**config.mk**
```make
export PLATFORM = sky130hd
export DESIGN_NAME = limb_wb_bridge
export DESIGN_NICKNAME = d
export VERILOG_FILES = /design/src/rtl/limb_wb_bridge.sv
export SDC_FILE = /design/constraint.sdc
export NUM_CORES = 1
export LEC_CHECK = 0
export CAP_MARGIN = 20
export CORE_MARGIN = 2
export CORE_UTILIZATION = 46
export CTS_BUF_LIST = sky130_fd_sc_hd__clkbuf_4
export DETAILED_ROUTE_END_ITERATION = 6
export GPL_TIMING_DRIVEN = 0
export MAX_ROUTING_LAYER = met4
export PLACE_DENSITY = 0.76
export SYNTH_ARGS = -nofsm -noshare
export SYNTH_HDL_FRONTEND = slang
export SYNTH_SLANG_ARGS = --single-unit
```
**constraint.sdc**
```tcl
create_clock -name clk -period 6.2 [get_ports clk]
set_input_delay 1.55 -clock clk [delete_from_list [all_inputs] [get_ports clk]]
set_output_delay 1.55 -clock clk [all_outputs]
set_load 0.05 [all_outputs]
```
**src/rtl/limb_wb_bridge.sv**
```systemverilog
// LIMB byte-bus to Wishbone classic master. LIMB signals are oversampled in the clk domain;
// assembled address/data words drive single-beat Wishbone cycles with burst autoincrement.
module limb_wb_bridge #(
   parameter  int ADDR_W      = 36,
   parameter  int DATA_BYTES  = 4,
   parameter  int SYNC_STAGES = 2,
   parameter  int TIMEOUT     = 255,
   localparam int ADDR_BYTES  = (ADDR_W + 7) / 8,
   localparam int DW          = 8 * DATA_BYTES
) (
   input  logic                  clk,
   input  logic                  rst,
   input  logic [7:0]            limb_d_in,
   output logic [7:0]            limb_d_out,
   output logic                  limb_d_oe,
   input  logic                  limb_clk,
   input  logic                  limb_nrd,
   input  logic                  limb_start,
   output logic                  limb_nwait,
   output logic                  limb_nerr,
   output logic [ADDR_W-1:0]     wb_adr_o,
   output logic [DW-1:0]         wb_dat_o,
   input  logic [DW-1:0]         wb_dat_i,
   output logic [DATA_BYTES-1:0] wb_sel_o,
   output logic                  wb_we_o,
   output logic                  wb_stb_o,
   output logic                  wb_cyc_o,
   input  logic                  wb_ack_i,
   input  logic                  wb_err_i
);

   localparam int MAXB = (ADDR_BYTES > DATA_BYTES) ? ADDR_BYTES : DATA_BYTES;
   localparam int IW   = $clog2(MAXB + 1);
   localparam int TW   = (TIMEOUT < 2) ? 1 : $clog2(TIMEOUT + 1);
   // Synchroniser word layout: {clk, start, nrd, data}; nrd resets high so the pad is not driven.
   localparam logic [10:0] SYNC_RST = 11'h100;

   typedef enum logic [1:0] {IDLE, ADDR, DATA, BUS} state_t;

   logic [SYNC_STAGES-1:0][10:0] sync_q, sync_d;
   logic                         lclk_dly_q, lclk_dly_d;
   logic                         s_clk, s_start, s_nrd, lclk_rise;
   logic [7:0]                   s_d;

   state_t                       state_q, state_d;
   logic [IW-1:0]                idx_q, idx_d;
   logic                         rd_valid_q, rd_valid_d;
   logic [ADDR_W-1:0]            adr_q, adr_d;
   logic [DW-1:0]                dat_q, dat_d;
   logic [DW-1:0]                rdata_q, rdata_d;
   logic                         we_q, we_d;
   logic                         nerr_q, nerr_d;
   logic                         oe_q, oe_d;
   logic [TW-1:0]                tmo_q, tmo_d, tmo_nxt;
   logic                         tmo_hit;
   logic [ADDR_BYTES*8-1:0]      adr_ext;

   always_comb begin
      sync_d = {sync_q[SYNC_STAGES-2:0], {limb_clk, limb_start, limb_nrd, limb_d_in}};
   end

   assign s_clk      = sync_q[SYNC_STAGES-1][10];
   assign s_start    = sync_q[SYNC_STAGES-1][9];
   assign s_nrd      = sync_q[SYNC_STAGES-1][8];
   assign s_d        = sync_q[SYNC_STAGES-1][7:0];
   assign lclk_dly_d = s_clk;
   assign lclk_rise  = s_clk & ~lclk_dly_q;
   assign oe_d       = ~s_nrd;

   always_ff @(posedge clk or posedge rst) begin
      if (rst) begin
         sync_q     <= {SYNC_STAGES{SYNC_RST}};
         lclk_dly_q <= 1'b0;
         state_q    <= IDLE;
         idx_q      <= '0;
         rd_valid_q <= 1'b0;
         adr_q      <= '0;
         dat_q      <= '0;
         rdata_q    <= '0;
         we_q       <= 1'b0;
         nerr_q     <= 1'b1;
         oe_q       <= 1'b0;
         tmo_q      <= '0;
      end else begin
         sync_q     <= sync_d;
         lclk_dly_q <= lclk_dly_d;
         state_q    <= state_d;
         idx_q      <= idx_d;
         rd_valid_q <= rd_valid_d;
         adr_q      <= adr_d;
         dat_q      <= dat_d;
         rdata_q    <= rdata_d;
         we_q       <= we_d;
         nerr_q     <= nerr_d;
         oe_q       <= oe_d;
         tmo_q      <= tmo_d;
      end
   end

   always_comb begin
      state_d    = state_q;
      idx_d      = idx_q;
      rd_valid_d = rd_valid_q;
      adr_d      = adr_q;
      dat_d      = dat_q;
      rdata_d    = rdata_q;
      we_d       = we_q;
      nerr_d     = nerr_q;
      tmo_d      = tmo_q;
      tmo_nxt    = tmo_q + TW'(1);
      tmo_hit    = (TIMEOUT != 0) && (tmo_nxt == TW'(TIMEOUT));
      adr_ext    = '0;
      adr_ext[ADDR_W-1:0] = adr_q;

      if (state_q == BUS) begin
         tmo_d = tmo_nxt;
         // A same-cycle ack+err is an error; a late ack still beats the timeout.
         if (wb_err_i || (!wb_ack_i && tmo_hit)) begin
            state_d = DATA;
            nerr_d  = 1'b0;
            rdata_d = '1;
            if (!we_q) begin
               rd_valid_d = 1'b1;
               idx_d      = '0;
            end
         end else if (wb_ack_i) begin
            state_d = DATA;
            if (we_q) begin
               adr_d = adr_q + ADDR_W'(1);
            end else begin
               rdata_d    = wb_dat_i;
               rd_valid_d = 1'b1;
               idx_d      = '0;
            end
         end
      end else if (lclk_rise) begin
         if (s_start) begin
            adr_ext[7:0] = s_d;
            adr_d        = adr_ext[ADDR_W-1:0];
            rd_valid_d   = 1'b0;
            nerr_d       = 1'b1;
            if (ADDR_BYTES == 1) begin
               state_d = DATA;
               idx_d   = '0;
            end else begin
               state_d = ADDR;
               idx_d   = IW'(1);
            end
         end else if (state_q == ADDR) begin
            for (int b = 0; b < ADDR_BYTES; b++)
               if (idx_q == IW'(b)) adr_ext[b*8 +: 8] = s_d;
            adr_d = adr_ext[ADDR_W-1:0];
            if (idx_q == IW'(ADDR_BYTES - 1)) begin
               idx_d   = '0;
               state_d = DATA;
            end else begin
               idx_d = idx_q + IW'(1);
            end
         end else if (state_q == DATA) begin
            if (s_nrd) begin
               for (int b = 0; b < DATA_BYTES; b++)
                  if (idx_q == IW'(b)) dat_d[b*8 +: 8] = s_d;
               if (idx_q == IW'(DATA_BYTES - 1)) begin
                  idx_d   = '0;
                  state_d = BUS;
                  we_d    = 1'b1;
                  tmo_d   = '0;
               end else begin
                  idx_d = idx_q + IW'(1);
               end
            end else if (!rd_valid_q) begin
               state_d = BUS;
               we_d    = 1'b0;
               tmo_d   = '0;
            end else if (idx_q == IW'(DATA_BYTES - 1)) begin
               // Last byte of the word consumed: prefetch the next word.
               idx_d      = '0;
               rd_valid_d = 1'b0;
               adr_d      = adr_q + ADDR_W'(1);
               state_d    = BUS;
               we_d       = 1'b0;
               tmo_d      = '0;
            end else begin
               idx_d = idx_q + IW'(1);
            end
         end
      end
   end

   always_comb begin
      limb_d_out = '0;
      for (int b = 0; b < DATA_BYTES; b++)
         if (idx_q == IW'(b)) limb_d_out = rdata_q[b*8 +: 8];
   end

   assign limb_d_oe  = oe_q;
   assign limb_nwait = (state_q != BUS);
   assign limb_nerr  = nerr_q;
   assign wb_adr_o   = adr_q;
   assign wb_dat_o   = dat_q;
   assign wb_sel_o   = '1;
   assign wb_we_o    = we_q;
   assign wb_cyc_o   = (state_q == BUS);
   assign wb_stb_o   = (state_q == BUS);

endmodule

```
# After elaboration in Yosys (flattened, before gate mapping)
# Index checks and enable logic that the tools add are counted.
[totals]
ff_bits = 140
in_bits = 47
output_inout_bits = 86
word_cells = 163
[op_classes]
n_addsub = 3
n_eq_ne = 28
mux = 73
bitwise_logic = 6
n_reduce_logical = 33
[op_table]
columns = ["op", "count"]
rows = [
  ["$mux W36", 11],
  ["$mux W8", 16],
  ["$mux W32", 3],
  ["$add A36 B1 Y36 const B", 1],
  ["$mux W3", 12],
  ["$reduce_and A7 Y1", 5],
  ["$reduce_and A10 Y1", 3],
  ["$mux W2", 11],
  ["$mux W1", 19],
  ["$reduce_and A9 Y1", 2],
  ["$ne A3 B2 Y1 const B", 5],
  ["$ne A2 B1 Y1 const B", 6],
  ["$reduce_and A4 Y1", 3],
  ["$reduce_bool A3 Y1", 4],
  ["$reduce_bool A4 Y1", 3],
  ["$reduce_bool A2 Y1", 5],
  ["$add A8 B1 Y8 const B", 1],
  ["$eq A8 B8 Y1 const B", 1],
  ["$ne A2 B2 Y1 const B", 4],
  ["$ne A4 B3 Y1 const B", 2],
  ["$eq A3 B2 Y1 const B", 2],
  ["$reduce_and A3 Y1", 2],
  ["$not A1 Y1", 5],
  ["$reduce_and A5 Y1", 1],
  ["other kinds (15)", 16],
]

# Longest topological paths before layout
[logic_depth]
depth_word = 9
ltp_mapped = 10
mapped_depth_nobuf = 8

# Least setup slack after synthesis
# OpenSTA, ideal clock, no wires.
[synth_timing]
path_type = "reg-to-output"
startpoint = "register idx_q[0]"
endpoint = "output limb_d_out[0]"
arrival_ns = 1.839
required_ns = 4.650
path_slack_ns = 2.811
stages_incl_launch_ff = 6
n_path_buf = 1
path_cell_list = "dfrtp_1 -> ha_1 -> ha_1 -> clkbuf_1 -> nor2_1 -> a22o_1"
[synth_via]
elab_chain_cells = 5
elab_cells_between_ends = 8
classes_between = "eq/ne (3); mux (4); reduce/logical (1)"
[synth_lines]
columns = ["element", "line", "rtl"]
rows = [
  ["start: declaration", "46", "logic [IW-1:0] idx_q, idx_d;"],
  ["start signal: assignment", "88", "idx_q <= idx_d;"],
  ["$logic_not A3 Y1", "193", "if (idx_q == IW'(b)) limb_d_out = rdata_q[b*8 +: 8];"],
  ["$mux W8 (3 in a row)", "193", ""],
  ["$mux W8 *", "193", ""],
  ["end: declaration", "14", "output logic [7:0] limb_d_out,"],
]
# Mark *: on every way between the ends. The rest lies on a longest branch, timed or not.

# Worst setup path after layout
[layout_timing]
startpoint = "register idx_q[0]"
endpoint = "output limb_d_out[5]"
# Same word-level chain as after synthesis.

==> metrics.log <==
[metrics] Avg Synthesized Cell Area: approximately 10 sq um
[metrics] Met3 Wirelength: ~1100 microns
[metrics] TritonCTS clock tree: built
[metrics] DRC marker count from the first detailed-route iteration: 520
[metrics] placeable core area: about 15000 sq um
[metrics] run status: finished clean
[metrics] fraction of registers with async set or reset after synthesis: between 90% and 100%
[metrics] crit path launch type: flop
[metrics] Layout Area Growth over Synthesis: 26.0%
[metrics] Fin. Hold Viols: 0
[metrics] post-route setup TNS: 0 ns
[metrics] gpl congestion: about 0.95
[metrics] simple logic cell fraction of the synthesized area: roughly 15%
[metrics] H-tree depth reported by CTS: 4
[metrics] type of the worst setup path: reg -> out
[metrics] critical-path cell list: ha_1 -> ha_1 -> clkbuf_1 -> nor2_1 -> a22o_1 -> clkdlybuf4s50_1
[metrics] multiplexer share of the synthesized area: under 10%
[metrics] post-synthesis xor/xnor area fraction: less than 1%
[metrics] number of global-route vias before repair: 5917
[metrics] Synthesis Warnings: 0
[metrics] routed length on met2: 9450 microns
[metrics] vias per inst: 5.84
[metrics] Worst path max stage delay: 0.81 ns
[metrics] final setup fails: 0
[metrics] first-pass GRT wire length: 30800 microns
[metrics] antenna-violating nets left: 0
[metrics] final count of pins violating max slew: 0
[metrics] Lkg Pwr: 0.00363 uW
[metrics] total global-route track usage: approximately a quarter
[metrics] Setup Skew: ~0.018 ns
[metrics] layout cell share with drive strength beyond 1: about an eighth
[metrics] total power density per cell area: about 450 nW/um^2
[metrics] relative slew slack: about two fifths
[metrics] Vias: around 6000
[metrics] Hold/Removal Path Class: reg -> reg
[metrics] area enclosed by the die boundary: approximately 16000 sq um
[metrics] setup repair after global routing missed its margin: false
[metrics] effective utilization at floorplan: a little under half
[metrics] post-layout minimum cycle time: 4.85 ns
[metrics] post-CTS setup buffers: 0
[metrics] top routing layer in use: met4
[metrics] drt drc: 0
[metrics] Detail Placement HPWL: approximately 14000 microns
[metrics] number of buffers on the longest clock path: 2
[metrics] placed cells: between 1000 and 1500
[metrics] Root Buffer: sky130_fd_sc_hd__clkbuf_4
[metrics] # diodes: 0
[metrics] portion of the post-synthesis area used by sequential elements: around 50%
[metrics] clock insertion delay at the later pin of the skew report: just under 0.6 ns
[metrics] Slowest cell on crit path: sky130_fd_sc_hd__clkdlybuf4s50_1
[metrics] wire length the detailed router placed on met1: 8250 microns
[metrics] number of buffers inserted for hold repair after clock tree synthesis: 0
[metrics] Clock Sink Count: 140
[metrics] period utilisation layout: between 70 and 80%
[metrics] netlist area before placement: approximately 7000 sq um
[metrics] number of detailed-routing iterations run before antenna repair: 5
[metrics] wire length after detailed routing: between 15000 and 20000 microns
[metrics] largest vdd supply drop: 232 uV
[metrics] die height: approximately 130 microns
[metrics] wire per inst: 18.4 microns
[metrics] DIE WIDTH: roughly 130 microns
[metrics] number of maximum-capacitance constraint violations: 0
[metrics] number of register bits inferred by synthesis: 140
[metrics] total of buffers placed on input and output ports: between 100 and 150
[metrics] num rows: 44
[metrics] Resized cells post-CTS: 0
[metrics] post-synthesis cell type count: 73
[metrics] critical path endpoint category: primary output
[metrics] Crit path required time: between 4 and 5 ns
[metrics] fraction of the mapped netlist area in compound gates: approximately a quarter
[metrics] fin nets: a little over 900
[metrics] top fanout value on the critical path: 10
[metrics] number of buffers inserted during clock tree synthesis: 17
[metrics] crit-path most repeated cell: sky130_fd_sc_hd__ha_1
[metrics] number of synthesized flops with an enable pin: 0
[metrics] measured slew at the worst slew-check pin: 0.905 ns
[metrics] achievable clock frequency: a little over 200 MHz
[metrics] most used flip-flop cell after synthesis: sky130_fd_sc_hd__dfrtp_1
[metrics] combinational family with the most area after synthesis: compound AO/OA/AOI/OAI gates
[metrics] pin count of the biggest net entering global routing: a little under 90
[metrics] initial antenna violation count: 0
[metrics] num ports: ~130
[metrics] Final Non-Filler Cells: ~1000
[metrics] adder-cell share of the synthesized area: under 10%
[metrics] arrival time of data at the critical path endpoint: 3.30 ns
[metrics] overall power: 3960 uW
[metrics] clock input transition at the sequential cells of the worst setup and hold paths: 0.13 ns
[metrics] total congestion overflow: 0
[metrics] Mapped Cells: ~690
## cell families after synthesis
| logic type | count (synthesis) |
|---|---|
| buffers and inverters | 63 |
| other | 1 |
| XOR/XNOR | 1 |
| multiplexers | 25 |
| AND/OR/NAND/NOR | 198 |
| flip-flops | 140 |
| AO/OA/AOI/OAI | 249 |
| adder cells (fa/ha/maj) | 15 |
## metrics by stage
stage / hold slack (ns) / worst slack, ns / util [%] / cell area, sq um
floorplan: 0.331 / 0.902 / - / 6970
global route: 0.358 / 1.19 / 59.9 / 8770
detailed placement: 0.336 / 1.98 / 58.2 / 8520
finish: 0.347 / 1.35 / 59.9 / 8770
global placement: 0.334 / -0.866 / 57.9 / 8480
CTS: 0.355 / 1.33 / 59.9 / 8770
## sequential cells by signal, summed over array words and instances, names as in the netlist, 2 cells and up
register and cells:
wb_adr_o 36, rdata_q 32, wb_dat_o 32, sync_d 11
s_d 8, tmo_q 8, idx_q 3, state_q 2
## critical path, delay by kind of cell, from the launching register on
kind / cells / cell delay, ns
buf+inv: 2 / 1.08
compound gates: 1 / 0.24
simple gates: 1 / 0.48
flops: 1 / 0.43
fa+ha+maj: 2 / 0.51
## cell usage after synthesis (3+ instances only)
| cell | number | share of area, % |
|---|---|---|
| sky130_fd_sc_hd__a21oi_1 | 63 | 4.5 |
| sky130_fd_sc_hd__a22o_1 | 13 | 1.6 |
| sky130_fd_sc_hd__a22oi_1 | 8 | 0.86 |
| sky130_fd_sc_hd__a31oi_1 | 9 | 0.81 |
| sky130_fd_sc_hd__and3_1 | 8 | 0.72 |
| sky130_fd_sc_hd__and3_2 | 3 | 0.32 |
| sky130_fd_sc_hd__buf_2 | 13 | 0.93 |
| sky130_fd_sc_hd__buf_4 | 7 | 0.75 |
| sky130_fd_sc_hd__buf_6 | 6 | 0.97 |
| sky130_fd_sc_hd__clkbuf_1 | 14 | 0.75 |
| sky130_fd_sc_hd__dfrtp_1 | 137 | 49 |
| sky130_fd_sc_hd__dfstp_2 | 3 | 1.1 |
| sky130_fd_sc_hd__ha_1 | 15 | 2.7 |
| sky130_fd_sc_hd__inv_1 | 21 | 1.1 |
| sky130_fd_sc_hd__mux2_2 | 21 | 3.4 |
| sky130_fd_sc_hd__mux2i_1 | 3 | 0.43 |
| sky130_fd_sc_hd__nand2_1 | 90 | 4.9 |
| sky130_fd_sc_hd__nand2b_1 | 3 | 0.27 |
| sky130_fd_sc_hd__nand3_1 | 21 | 1.5 |
| sky130_fd_sc_hd__nand4_1 | 5 | 0.45 |
| sky130_fd_sc_hd__nor2_1 | 33 | 1.8 |
| sky130_fd_sc_hd__nor2b_1 | 4 | 0.36 |
| sky130_fd_sc_hd__nor3_1 | 3 | 0.22 |
| sky130_fd_sc_hd__o21ai_0 | 71 | 5.1 |
| sky130_fd_sc_hd__o21ai_1 | 8 | 0.58 |
| sky130_fd_sc_hd__o22a_1 | 38 | 4.8 |
| sky130_fd_sc_hd__o31ai_1 | 7 | 0.75 |
| sky130_fd_sc_hd__o41ai_1 | 6 | 0.75 |
## placed cells by master, fill, tap and decap left out, types with 15 or more instances in the layout
master                            synthesis  routed
sky130_fd_sc_hd__clkdlybuf4s50_1          0     128
sky130_fd_sc_hd__o22a_1                  38      38
sky130_fd_sc_hd__nand2_1                 90      90
sky130_fd_sc_hd__mux2_2                  21      21
sky130_fd_sc_hd__clkbuf_4                 0      17
sky130_fd_sc_hd__o21ai_0                 71      71
sky130_fd_sc_hd__dfrtp_1                137     137
sky130_fd_sc_hd__nor2_1                  33      33
sky130_fd_sc_hd__nand3_1                 21      21
sky130_fd_sc_hd__a21oi_1                 63      63
sky130_fd_sc_hd__inv_1                   21      20
sky130_fd_sc_hd__ha_1                    15      15
## power by group
group	total [uW]	internal, uW	switching, uW
Sequential	1340	1150	196
Clock	547	196	351
Combinational	2070	742	1320
## layer usage
metal	track usage, %	vias up
met3	5.36	32
met5	-	-
met4	6.92	0
met2	40.2	246
met1	32.6	2982
li1	-	2816
## cell type report
type	instances	area (sq um)
Fill cell	1280	5870
Inverter	22	87.6
Clock inverter	15	126
Tap cell	184	230
Clock buffer	17	128
Buffer	41	241
Timing Repair Buffer	129	1310
Multi-Input combinational cell	492	3140
Sequential cell	140	3510
## path summary, 6_finish.rpt
path / from / end / slack [ns] / cells past startpoint
min in group asynchronous: rst / tmo_q[7] / 1.39 / 2
worst max register to register: state_q[1] / wb_adr_o[18] / 3.59 / 8
worst max-delay path: idx_q[0] / limb_d_out[5] / 1.35 / 6
worst min register to register: sync_d[13] / s_d[2] / 0.35 / 0
worst min-delay path: sync_d[13] / s_d[2] / 0.35 / 0
max in group asynchronous: rst / wb_adr_o[16] / 4.02 / 3
(Power assumes the default switching activity.)
